===== src/rtl/mem_access_unit_pkg.sv =====
// Shared types and constants for the memory-stage controller.
// State encoding, datapath widths and timeout-counter sizing.
package mem_pkg;

   typedef enum logic [1:0] {
      IDLE = 2'd0,
      WAIT = 2'd1,
      DONE = 2'd2
   } state_t;

   localparam int DATA_W      = 32;
   localparam int REG_W       = 6;
   localparam int DEF_TIMEOUT = 16;
   localparam int CNT_W       = $clog2(DEF_TIMEOUT);

   // Counter width for a given timeout; never narrower than one bit.
   function automatic int cntWidth(input int timeout);
      return (timeout <= 2) ? 1 : $clog2(timeout);
   endfunction

endpackage


===== src/rtl/mem_access_unit_if.sv =====
// Data-memory request/ack bus between the memory-stage controller (master)
// and the variable-latency data memory (slave).
interface mem_access_unit_if
   import mem_pkg::*;
#(
   parameter int ADDR_W = 16
);
   logic              memReq;
   logic              memWe;
   logic [ADDR_W-1:0] memAddr;
   logic [DATA_W-1:0] memWData;
   logic              memAck;
   logic [DATA_W-1:0] memRData;

   modport master (
      output memReq, memWe, memAddr, memWData,
      input  memAck, memRData
   );

   modport slave (
      input  memReq, memWe, memAddr, memWData,
      output memAck, memRData
   );
endinterface


===== src/rtl/mem_access_unit_timeout_ctr.sv =====
// Ack-wait counter: cleared when an access launches, counts while enabled,
// and saturates with expired high at TIMEOUT-1.
module mem_timeout_ctr
   import mem_pkg::*;
#(
   parameter int TIMEOUT = 16
) (
   input  logic clk,
   input  logic rst_n,
   input  logic clr,
   input  logic en,
   output logic expired
);
   localparam int W = cntWidth(TIMEOUT);

   logic [W-1:0] cnt;

   assign expired = (cnt == W'(TIMEOUT - 1));

   always_ff @(posedge clk or negedge rst_n) begin
      if (!rst_n)                cnt <= '0;
      else if (clr)              cnt <= '0;
      else if (en && !expired)   cnt <= cnt + 1'b1;
   end
endmodule


===== src/rtl/mem_access_unit.sv =====
// Memory-stage controller: launches one data-memory access per load/store,
// stalls the pipeline until ack or timeout, and feeds MEMWB.
module mem_access_unit
   import mem_pkg::*;
#(
   parameter int ADDR_W  = 16,
   parameter int TIMEOUT = 16
) (
   input  logic              clk,
   input  logic              rst_n,
   input  logic              validMEM,
   input  logic              memReadMEM,
   input  logic              memWriteMEM,
   input  logic              regWriteMEM,
   input  logic              memToRegMEM,
   input  logic              zeroMEM,
   input  logic              negMEM,
   input  logic [DATA_W-1:0] AluResultsMEM,
   input  logic [DATA_W-1:0] storeDataMEM,
   input  logic [REG_W-1:0]  rdMEM,
   mem_access_unit_if.master mem,
   output logic              stallMEM,
   output logic              regWriteOut,
   output logic              memToRegOut,
   output logic              zeroOut,
   output logic              negOut,
   output logic [DATA_W-1:0] AluResultsOut,
   output logic [REG_W-1:0]  rdOut,
   output logic [DATA_W-1:0] memDataOut,
   output logic              memFault
);
   state_t state, nxt;

   logic              memOp, launch, ackHit, toHit, expired, stall, regWr;
   logic              memReqQ, memWeQ;
   logic [ADDR_W-1:0] memAddrQ;
   logic [DATA_W-1:0] memWDataQ;

   assign memOp = validMEM & (memReadMEM | memWriteMEM);

   always_ff @(posedge clk or negedge rst_n) begin
      if (!rst_n) state <= IDLE;
      else        state <= nxt;
   end

   always_comb begin
      nxt    = IDLE;
      launch = 1'b0;
      ackHit = 1'b0;
      toHit  = 1'b0;
      stall  = 1'b0;
      regWr  = 1'b0;
      case (state)
         IDLE: begin
            if (memOp) begin
               stall  = 1'b1;
               launch = 1'b1;
               nxt    = WAIT;
            end else begin
               regWr = regWriteMEM & validMEM;
            end
         end
         WAIT: begin
            stall = 1'b1;
            nxt   = WAIT;
            // An ack on the last allowed cycle still wins over the timeout.
            if (mem.memAck) begin
               ackHit = 1'b1;
               nxt    = DONE;
            end else if (expired) begin
               toHit = 1'b1;
               nxt   = DONE;
            end
         end
         DONE: begin
            regWr = regWriteMEM;
            nxt   = IDLE;
         end
         default: nxt = IDLE;
      endcase
   end

   mem_timeout_ctr #(.TIMEOUT(TIMEOUT)) uCtr (
      .clk     (clk),
      .rst_n   (rst_n),
      .clr     (launch),
      .en      (state == WAIT),
      .expired (expired)
   );

   always_ff @(posedge clk or negedge rst_n) begin
      if (!rst_n) begin
         memReqQ    <= 1'b0;
         memWeQ     <= 1'b0;
         memAddrQ   <= '0;
         memWDataQ  <= '0;
         memDataOut <= '0;
         memFault   <= 1'b0;
      end else begin
         memFault <= toHit;
         if (launch) begin
            memReqQ   <= 1'b1;
            memWeQ    <= memWriteMEM;
            memAddrQ  <= AluResultsMEM[ADDR_W+1:2];
            memWDataQ <= storeDataMEM;
         end
         if (ackHit) begin
            memReqQ <= 1'b0;
            if (!memWeQ) memDataOut <= mem.memRData;
         end
         if (toHit) begin
            memReqQ    <= 1'b0;
            memDataOut <= '0;
         end
      end
   end

   assign mem.memReq   = memReqQ;
   assign mem.memWe    = memWeQ;
   assign mem.memAddr  = memAddrQ;
   assign mem.memWData = memWDataQ;

   // Reset must drop the stall at once, even though state decodes as IDLE.
   assign stallMEM      = stall & rst_n;
   assign regWriteOut   = regWr;
   assign memToRegOut   = memToRegMEM;
   assign zeroOut       = zeroMEM;
   assign negOut        = negMEM;
   assign AluResultsOut = AluResultsMEM;
   assign rdOut         = rdMEM;
endmodule


===== src/flat_wrapper.sv =====
// flat-port wrapper written by rule: the top's interface ports become plain ports
module mem_access_unit_flat import mem_pkg::*;
#(
   parameter int ADDR_W  = 16,
   parameter int TIMEOUT = 16
)
  (clk, rst_n, validMEM, memReadMEM, memWriteMEM, regWriteMEM, memToRegMEM, zeroMEM, negMEM, AluResultsMEM, storeDataMEM, rdMEM, stallMEM, regWriteOut, memToRegOut, zeroOut, negOut, AluResultsOut, rdOut, memDataOut, memFault, mem_memReq, mem_memWe, mem_memAddr, mem_memWData, mem_memAck, mem_memRData);
  mem_access_unit_if #(.ADDR_W(ADDR_W)) mem_i ();
  input  logic clk;
  input  logic rst_n;
  input  logic validMEM;
  input  logic memReadMEM;
  input  logic memWriteMEM;
  input  logic regWriteMEM;
  input  logic memToRegMEM;
  input  logic zeroMEM;
  input  logic negMEM;
  input  logic [DATA_W-1:0] AluResultsMEM;
  input  logic [DATA_W-1:0] storeDataMEM;
  input  logic [REG_W-1:0] rdMEM;
  output logic stallMEM;
  output logic regWriteOut;
  output logic memToRegOut;
  output logic zeroOut;
  output logic negOut;
  output logic [DATA_W-1:0] AluResultsOut;
  output logic [REG_W-1:0] rdOut;
  output logic [DATA_W-1:0] memDataOut;
  output logic memFault;
  output wire logic [$bits(mem_i.memReq)-1:0] mem_memReq;
  output wire logic [$bits(mem_i.memWe)-1:0] mem_memWe;
  output wire logic [$bits(mem_i.memAddr)-1:0] mem_memAddr;
  output wire logic [$bits(mem_i.memWData)-1:0] mem_memWData;
  input wire logic [$bits(mem_i.memAck)-1:0] mem_memAck;
  input wire logic [$bits(mem_i.memRData)-1:0] mem_memRData;
  assign mem_memReq = mem_i.memReq;
  assign mem_memWe = mem_i.memWe;
  assign mem_memAddr = mem_i.memAddr;
  assign mem_memWData = mem_i.memWData;
  assign mem_i.memAck = mem_memAck;
  assign mem_i.memRData = mem_memRData;
  mem_access_unit #(.ADDR_W(ADDR_W), .TIMEOUT(TIMEOUT)) u_core (.clk(clk), .rst_n(rst_n), .validMEM(validMEM), .memReadMEM(memReadMEM), .memWriteMEM(memWriteMEM), .regWriteMEM(regWriteMEM), .memToRegMEM(memToRegMEM), .zeroMEM(zeroMEM), .negMEM(negMEM), .AluResultsMEM(AluResultsMEM), .storeDataMEM(storeDataMEM), .rdMEM(rdMEM), .mem(mem_i), .stallMEM(stallMEM), .regWriteOut(regWriteOut), .memToRegOut(memToRegOut), .zeroOut(zeroOut), .negOut(negOut), .AluResultsOut(AluResultsOut), .rdOut(rdOut), .memDataOut(memDataOut), .memFault(memFault));
endmodule

===== config.mk =====
export PLATFORM = sky130hd
export DESIGN_NAME = mem_access_unit_flat
export DESIGN_NICKNAME = d
export VERILOG_FILES = /design/src/rtl/mem_access_unit_pkg.sv /design/src/rtl/mem_access_unit_if.sv /design/src/rtl/mem_access_unit_timeout_ctr.sv /design/src/rtl/mem_access_unit.sv /design/src/flat_wrapper.sv
export SDC_FILE = /design/constraint.sdc
export NUM_CORES = 1
export LEC_CHECK = 0
export ABC_CLOCK_PERIOD_IN_PS = 2200
export CAP_MARGIN = 20
export CORE_MARGIN = 4
export CORE_UTILIZATION = 33
export CTS_BUF_LIST = sky130_fd_sc_hd__clkbuf_8
export CTS_CLUSTER_DIAMETER = 30
export DETAILED_ROUTE_END_ITERATION = 8
export HOLD_SLACK_MARGIN = 0.05
export PLACE_DENSITY = 0.8
export SYNTH_ARGS = -nofsm -noshare
export SYNTH_HDL_FRONTEND = slang
export SYNTH_HIERARCHICAL = 1
export SYNTH_SLANG_ARGS = --single-unit

===== constraint.sdc =====
create_clock -name clk -period 2.2 [get_ports clk]
set_input_delay 0.44 -clock clk [delete_from_list [all_inputs] [get_ports clk]]
set_output_delay 0.44 -clock clk [all_outputs]
set_load 0.005 [all_outputs]

==> run_results.csv <==
group,metric,value,unit
worst_setup_path,worst_path_max_delay_cell,"clkdlybuf4s50_1",
worst_setup_path,arrival,1.65,ns
worst_setup_path,slowest_delay,0.45,ns
worst_hold_path,min_path_type,"in -> async",
worst_setup_path,path_cells,"clkdlybuf4s50_1 > buf_4 > nor2_1 > a21oi_1 > nor3b_1 > dlygate4sd2_1",
global_routing,grt_pass1_vias,2990,
power_and_ir_drop,p_leak,2.86,nW
synth,ys_ff_latch,89,
sta,fmax,478,MHz
sta,final.period_utilization,95.0,%
synth,synthCells,324,
worst_setup_path,crit_fanout,2,
worst_setup_path,worstSetupPathType,"in -> out",
global_routing,grt_max_degree,49,
floorplan,die_area,0.0141,sq mm
synth,synth_nets,437,
cts,path_clk_slew,0.09,ns
routing,route.detailed.drc,0,
synth,syn_area_per_cell,12.4,sq um
power_and_ir_drop,powerDensity,968,mW/mm^2
global_routing,antenna_found_initial,1,
global_routing,track_usage,13.5,%
sta,slew-limit-headroom,60.5,%
routing,wl,9.36,mm
cts,clock_latency,0.35,ns
worst_setup_path,crit_buf_inv,3,
placed_design,gp_congestion,0.759,
sta,drv_slew,0,
floorplan,die_y,119,um
final_layout,utilization,49.7,%
final_layout,antennaDiodeCount,0,
floorplan,core-area,0.0120,sq mm
sta,finClkSkew,0.0144,ns
cts,cts_tree,"built",
cts,root_buffer,"clkbuf_8",
routing,drtIter0Drc,126,
sta,setup_viol,0,
routing,vias_per_cell,4.45,
synth,ys_seq_area_share,55.2,%
placed_design,hpwl,7.32,mm
power_and_ir_drop,vdd_drop_max,0.388,mV
final_layout,fin_nets,591,
job,drv_cap,0,
global_routing,grt_pass1_wl,15.4,mm
final_layout,synthToLayoutAreaGrowth,48.0,%
sta,whs,0.149,ns
worst_setup_path,cp_top_family,"buffers and inverters",
status,outcome,"completed",
routing,ant_nets,0,
worst_setup_path,endpoint_kind,"primary output",
cts,clockBufferDepth,2,
routing,wl_per_cell,14.9,um
sta,worstMarginPinSlew,0.593,ns
worst_setup_path,cp_data_required_time,1.76,ns
sta,rsz0062_at_grt,"false",
cts,htreeDepth,3,
worst_setup_path,worst_setup_path_start_kind,"primary input",
placed_design,portBuffers,187,
floorplan,io-pin-count,238,
routing,via_count,2801,
worst_setup_path,reg2reg_slack,0.44,ns
floorplan,start_util,33.6,%
floorplan,fp.dieW,119,um
synth,synth_area,0.00403,sq mm
sta,period_needed,2.09,ns
synth,yosys_warnings,6,
floorplan,row_count,40,
routing,first_pass_iters,4,
sta,hold_viol_final,0,
global_routing,gr-total-overflow,0,
cts,cts_sinks,89,
final_layout,drive_gt1_share,17.0,%
cts,numCtsBuffers,9,
synth,ys_types,31,
-- metrics by stage --
stage          instances  power [mW]  TNS [ns]  setup WS [ns]  cell area (sq um)
6_report             630        5.78         0          0.110               5970
5_1_grt              630        6.19         0         0.0434               5970
4_1_cts              630        5.89         0         0.0892               5970
3_5_place_dp         614        4.85     -3.29         -0.183               5790
3_3_place_gp         614        4.77     -1.68         -0.175               5790
2_1_floorplan        324        3.37         0          0.581               4030
-- cells in the mapped netlist --
cell       number  area [sq um]
nor2b_4         1          13.8
nor2b_1         2          12.5
buf_8           1          15.0
buf_2           1          5.00
mux2_2         40           450
nand2b_1        2          12.5
and4b_2         1          11.3
clkinv_2        1          5.00
a21oi_1         3          15.0
nor3b_1         2          15.0
nor3_1          1          5.00
dfrtp_1        89          2230
ha_1            1          12.5
o21ai_1         1          5.00
o21a_1          1          7.51
o21ai_0         2          10.0
nand2_1        33           124
inv_1          34           128
nor2_1          5          18.8
buf_12          1          20.0
nand4_1         1          6.26
mux2_4         10           150
and2b_1         1          7.51
or2_0           1          6.26
clkbuf_1        4          15.0
nand4bb_1       1          11.3
and3_4          1          11.3
or3_4           1          11.3
nand3b_1        1          7.51
buf_4          47           353
mux2i_1        34           340
-- flip-flops by register name (all words and copies together) (netlist names) --
signal / flops
u_core/mem.memAddr: 16
u_core/mem.memReq: 1
u_core/mem.memWData: 32
u_core/mem.memWe: 1
u_core/memDataOut: 32
u_core/memFault: 1
u_core/state: 2
u_core/uCtr/cnt: 4
-- power by group --
part	switching (mW)	total, mW	internal, mW
Combinational	0.691	2.24	1.55
Sequential	0.321	2.53	2.21
Clock	0.569	1.01	0.443
Total	1.58	5.78	4.20
-- what timing repair did --
action / in CTS / in global routing
hold buffers: 0 / 0
endpoints found under the setup margin: 2 / 0
gates resized for setup: 2 / 0
buffers inserted: 0 / 0
endpoints found under the hold margin: 0 / 0
-- worst paths after layout --
check | startpoint | endpoint | cells after the start
setup / recovery | memReadMEM | regWriteOut | 6
hold / removal | rst_n | u_core/memDataOut[19] | 2
setup reg to reg | u_core/uCtr/cnt[0] | u_core/memDataOut[4] | 6
hold reg to reg | u_core/mem.memWData[12] | u_core/mem.memWData[12] | 1
max in group asynchronous | rst_n | u_core/mem.memWData[5] | 3
min in group clk | u_core/mem.memWData[12] | u_core/mem.memWData[12] | 1
-- metal layers --
metal	up-vias	wire (um)	global-route usage [%]
met3	25	854	5.31
met5	-	10	0
met4	2	176	4.34
met2	120	4580	22.1
li1	1319	-	-
met1	1335	3740	16.3
-- cell families after synthesis --
kind of cell             after synthesis  share of synthesized area [%]
AO/OA/AOI/OAI                          7                          0.931
adder cells (fa/ha/maj)                1                          0.310
buffers and inverters                 89                           13.4
flip-flops                            89                           55.2
multiplexers                          84                           23.3
AND/OR/NAND/NOR                       54                           6.79
-- cells in the final DEF, fill, tap and decap left out, types with 3 or more instances in the layout --
| master | instances |
|---|---|
| inv_1 | 34 |
| nand2_1 | 33 |
| buf_12 | 3 |
| mux2i_1 | 34 |
| mux2_4 | 10 |
| nor2_1 | 5 |
| dfrtp_1 | 89 |
| clkdlybuf4s50_1 | 184 |
| clkbuf_8 | 10 |
| clkinv_2 | 3 |
| buf_4 | 8 |
| mux2_2 | 40 |
| a21oi_1 | 3 |
-- layout make-up --
class / count / area [sq um]
clock buffers: 10 / 138
clock inverters: 6 / 42.5
fillers: 1060 / 6040
inverters: 35 / 133
multi-input cells: 146 / 1260
flip-flops and latches: 89 / 2230
well taps: 147 / 184
repair buffers: 197 / 1980
Power figures use the tool's default switching activity.
